$ cat config.mk
export PLATFORM = sky130hd
export DESIGN_NAME = regfile
export DESIGN_NICKNAME = d
export VERILOG_FILES = /design/src/rtl/regfile_pkg.sv /design/src/rtl/register_w.sv /design/src/rtl/regfile.sv
export SDC_FILE = /design/constraint.sdc
export NUM_CORES = 2
export LEC_CHECK = 0
export ABC_CLOCK_PERIOD_IN_PS = 3700
export BUFFER_PORTS_ARGS = -buffer_cell sky130_fd_sc_hd__buf_2
export CAP_MARGIN = 10
export CORE_MARGIN = 2
export CORE_UTILIZATION = 57
export CTS_CLUSTER_DIAMETER = 40
export DETAILED_ROUTE_END_ITERATION = 12
export HOLD_SLACK_MARGIN = 0.12
export PLACE_DENSITY = 0.74
export SLEW_MARGIN = 30
export SYNTH_ARGS = -nofsm -noshare
export SYNTH_HDL_FRONTEND = slang
export SYNTH_SLANG_ARGS = --single-unit
$ cat constraint.sdc
create_clock -name clk -period 3.7 [get_ports clk]
set_input_delay 0.37 -clock clk [delete_from_list [all_inputs] [get_ports clk]]
set_output_delay 0.37 -clock clk [all_outputs]
set_load 0.02 [all_outputs]
$ cat src/rtl/regfile_pkg.sv
// Shared widths, types and the read-side mux tree for the 32 x 32 register file.
package regfile_pkg;
  localparam int DATA_W   = 32;
  localparam int ADDR_W   = 5;
  localparam int NUM_REGS = 32;
  localparam logic [ADDR_W-1:0] ZERO_REG = 5'd0;

  typedef logic [DATA_W-1:0]                 word_t;
  typedef logic [ADDR_W-1:0]                 reg_idx_t;
  typedef logic [NUM_REGS-1:0][DATA_W-1:0]   reg_bank_t;

  // Binary 2:1 mux tree, one select bit per level (LSB first). The reduction is
  // done in place: slot j is written only after slots 2j and 2j+1 are consumed.
  function automatic word_t mux_tree(input reg_bank_t v, input reg_idx_t sel);
    reg_bank_t t;
    t = v;
    for (int l = 0; l < ADDR_W; l++)
      for (int j = 0; j < (NUM_REGS >> (l + 1)); j++)
        t[j] = sel[l] ? t[2*j+1] : t[2*j];
    return t[0];
  endfunction
endpackage

$ cat src/rtl/register_w.sv
// One DATA_W-bit register with write enable and synchronous reset.
module register_w
  import regfile_pkg::*;
(
  input  logic              clk,
  input  logic              reset,
  input  logic              en,
  input  logic [DATA_W-1:0] d,
  output logic [DATA_W-1:0] q
);
  word_t q_d, q_q;

  always_comb begin
    q_d = q_q;
    if (en) q_d = d;
  end

  always_ff @(posedge clk) begin
    if (reset) q_q <= '0;
    else       q_q <= q_d;
  end

  assign q = q_q;
endmodule

$ cat src/rtl/regfile.sv
// 32 x 32 register file: one clocked write port, two combinational read ports,
// register 0 hardwired to zero.
module regfile
  import regfile_pkg::*;
(
  input  logic              clk,
  input  logic              reset,
  input  logic              RegWrite,
  input  logic [ADDR_W-1:0] WriteRegister,
  input  logic [DATA_W-1:0] WriteData,
  input  logic [ADDR_W-1:0] ReadRegister1,
  input  logic [ADDR_W-1:0] ReadRegister2,
  output logic [DATA_W-1:0] ReadData1,
  output logic [DATA_W-1:0] ReadData2
);
  logic [3:0]            dec_hi;
  logic [7:0]            dec_lo;
  logic [NUM_REGS-1:1]   wr_en;
  reg_bank_t             regs;

  // Two-level decode: 2:4 on the upper index bits, 3:8 on the lower, ANDed
  // together with RegWrite. Entry 0 has no enable, so writes to it vanish.
  always_comb begin
    dec_hi = '0;
    dec_lo = '0;
    wr_en  = '0;
    dec_hi[WriteRegister[4:3]] = 1'b1;
    dec_lo[WriteRegister[2:0]] = 1'b1;
    for (int h = 0; h < 4; h++)
      for (int l = 0; l < 8; l++)
        if ((h * 8 + l) != int'(ZERO_REG))
          wr_en[h*8+l] = RegWrite & dec_hi[h] & dec_lo[l];
  end

  assign regs[0] = '0;

  for (genvar i = 1; i < NUM_REGS; i++) begin : g_reg
    register_w u_reg (
      .clk   (clk),
      .reset (reset),
      .en    (wr_en[i]),
      .d     (WriteData),
      .q     (regs[i])
    );
  end

  // No write-to-read bypass: reads see storage only, so a same-cycle write
  // becomes visible after the edge.
  assign ReadData1 = mux_tree(regs, ReadRegister1);
  assign ReadData2 = mux_tree(regs, ReadRegister2);
endmodule

==> impl_metrics.env <==
export IMPL_final_hold_viol_count=0
export IMPL_final_cell_mix="1984 x nand2_1, 992 x a21oi_1, 992 x dfxtp_1"
export IMPL_cts_setup_buffers=0
export IMPL_layout_area_overhead_vs_synth_pct=13.8
export IMPL_leakage_nw=18.9
export IMPL_cp_required_ps=3330
export IMPL_fin_nets=5509
export IMPL_rsz0062_at_grt="no"
export IMPL_cts_sinks=992
export IMPL_antenna_found_initial=15
export IMPL_slew_limit_headroom_pct=28.3
export IMPL_synth_area_leader_cell="dfxtp_1"
export IMPL_drive_above_1_share_pct=21.0
export IMPL_ir_worst_vdd_mv=0.376
export IMPL_globalplace_congestion=0.951
export IMPL_viasPerCell=7.00
export IMPL_vias=47100
export IMPL_yosysTopAreaCellShare_pct=39.6
export IMPL_ys_types=29
export IMPL_tns_ps=0
export IMPL_cts_tree="built"
export IMPL_h_tree_depth=4
export IMPL_dieArea_um2=90300
export IMPL_hpwl_um=117000
export IMPL_final_area_um2=57000
export IMPL_overflow=0
export IMPL_setup_viol=0
export IMPL_track_usage_pct=43.9
export IMPL_crit_fanout=43
export IMPL_largest_reg_flops=992
export IMPL_synthCells=5608
export IMPL_cts_buffers=137
export IMPL_fmax_ghz=0.307
export IMPL_cts_root_buf="clkbuf_16"
export IMPL_layout_commonest_cell="nand2_1"
export IMPL_netlist_area_um2=50100
export IMPL_dp_slack_ps=488
export IMPL_yosys_warnings=0
export IMPL_path_class="in2out"
export IMPL_crit_chain="buf_8, nor2b_4, buf_4, a22o_1, mux4_2, mux2_2, buf_2"
export IMPL_status="finished, final reports clean"
export IMPL_cp_start_kind="primary input"
export IMPL_fin_skew_ps=0
export IMPL_drt_wl_total_um=201000
export IMPL_initial_utilization_pct=57.7
export IMPL_fin_ws_ps=441
export IMPL_cts_resized=0
export IMPL_wl_per_cell_um=29.9
export IMPL_syn_avg_cell_area_um2=8.93
export IMPL_die_h_um=300
export IMPL_clk_pin_slew_ps=50
export IMPL_drt_first_iter_violations=8397
export IMPL_slowest_delay_ps=480
export IMPL_ys_async_sr_fraction_pct=0
export IMPL_slew_violations=0
export IMPL_p_per_area_nw_per_um2=459
export IMPL_ys_ff_latch=992
export IMPL_critPathArrivalTime_ps=2890
export IMPL_grt_pass1_vias=44600
export IMPL_hold_path_class="in2reg"
export IMPL_placed_area_um2=52200
export IMPL_synth_edf_count=0
export IMPL_maxCapViolations=0
export IMPL_tightest_slew_ps=1070
export IMPL_antenna_left=0
export IMPL_grt_max_degree=126
export IMPL_synth_area_leaders="dfxtp_1 40%, mux4_2 22%, nand2_1 15%, a21oi_1 9.9%, clkbuf_1 3.7%"
export IMPL_end_kind="output pin"
export IMPL_synthesis_nets=5658
export IMPL_numPortBuffers=113
export IMPL_drc=0
export IMPL_clk_insertion_delay_late_ps=750
export IMPL_ios=114
export IMPL_min_period_over_period_pct=88.1
export IMPL_firstDrtPassIters=8
export IMPL_yosysSeqAreaShare_pct=39.6
export IMPL_fin_crit_ps=3260
export IMPL_cpMaxStageDelayCell="buf_8"
export IMPL_synthFlopType="dfxtp_1"
export IMPL_cts_buffer_depth=3
export IMPL_die_w_um=300
export IMPL_core_um2=86900
export IMPL_grt_pass1_wl_um=292000
export IMPL_num_rows=108
[timing repair]
item                                    in CTS  in global routing
hold buffers                                10                  1
hold endpoints to repair                    58                 26
endpoints found under the setup margin       0                  0
[Yosys cell counts (all sizes together), types with 36 or more instances]
master,instances
mux2i,96
a21oi,992
mux4,480
mux2,96
and2,36
dfxtp,992
a22o,128
clkbuf,493
buf,93
nand2,2016
[routing by layer]
layer / share of wire (%) / global-route usage (%) / routed length (µm)
met3: 18 / 17.5 / 36500
met1: 34 / 57.0 / 67500
met5: 0.12 / 2.70 / 237
met2: 40 / 59.4 / 80500
met4: 8.2 / 30.5 / 16400
[final timing paths]
path,depth (start not counted),startpoint,slack (ps),to
setup / recovery,7,ReadRegister2[0],440,ReadData2[23]
hold / removal,3,WriteData[25],150,g_reg[10].u_reg.q[25]
setup reg to reg,2,g_reg[9].u_reg.q[6],2920,g_reg[9].u_reg.q[6]
hold reg to reg,2,g_reg[31].u_reg.q[22],460,g_reg[31].u_reg.q[22]
[final cells by class]
type | instances | area [µm²]
antenna | 12 | 30.0
clock inverter | 73 | 827
inverter | 1 | 3.75
multi-input combinational | 4029 | 28200
tap | 1155 | 1450
timing repair buffer | 298 | 2790
sequential | 992 | 19900
clock buffer | 176 | 3840
fill | 6581 | 29900
[power breakdown]
group | switching [mW] | total (mW) | internal (mW)
registers | 0.0631 | 10.8 | 10.8
clock network | 5.32 | 13.5 | 8.14
logic | 1.32 | 1.91 | 0.588
total | 6.71 | 26.2 | 19.5
[metrics by stage]
stage | instances | util, % | hold slack (ps) | power (mW)
after floorplan | 5608 | - | 442 | 12.2
after global placement | 6463 | 60.1 | 450 | 12.8
after detailed placement | 6463 | 60.1 | 458 | 12.9
after CTS | 6722 | 65.6 | 123 | 26.0
after global routing | 6732 | 65.6 | 151 | 26.6
final | 6736 | 65.6 | 145 | 26.2
[critical path: cells and delay by family]
kind,cells,cell delay (ps)
buffers and inverters,3,1030
muxes,2,830
and+or+nand+nor,1,330
AOI/OAI and AO/OA,1,280
[cell families (layout without fill, tap and decap cells)]
logic type / count (synthesis) / count (layout) / share of synthesized area [%]
simple gates: 2109 / 2109 / 16.2
compound gates: 1248 / 1248 / 13.8
other cells: 0 / 12 / 0
buf+inv: 587 / 548 / 4.69
mux: 672 / 672 / 25.7
flops: 992 / 992 / 39.6
Note: power is estimated with default switching activity, not from simulation.
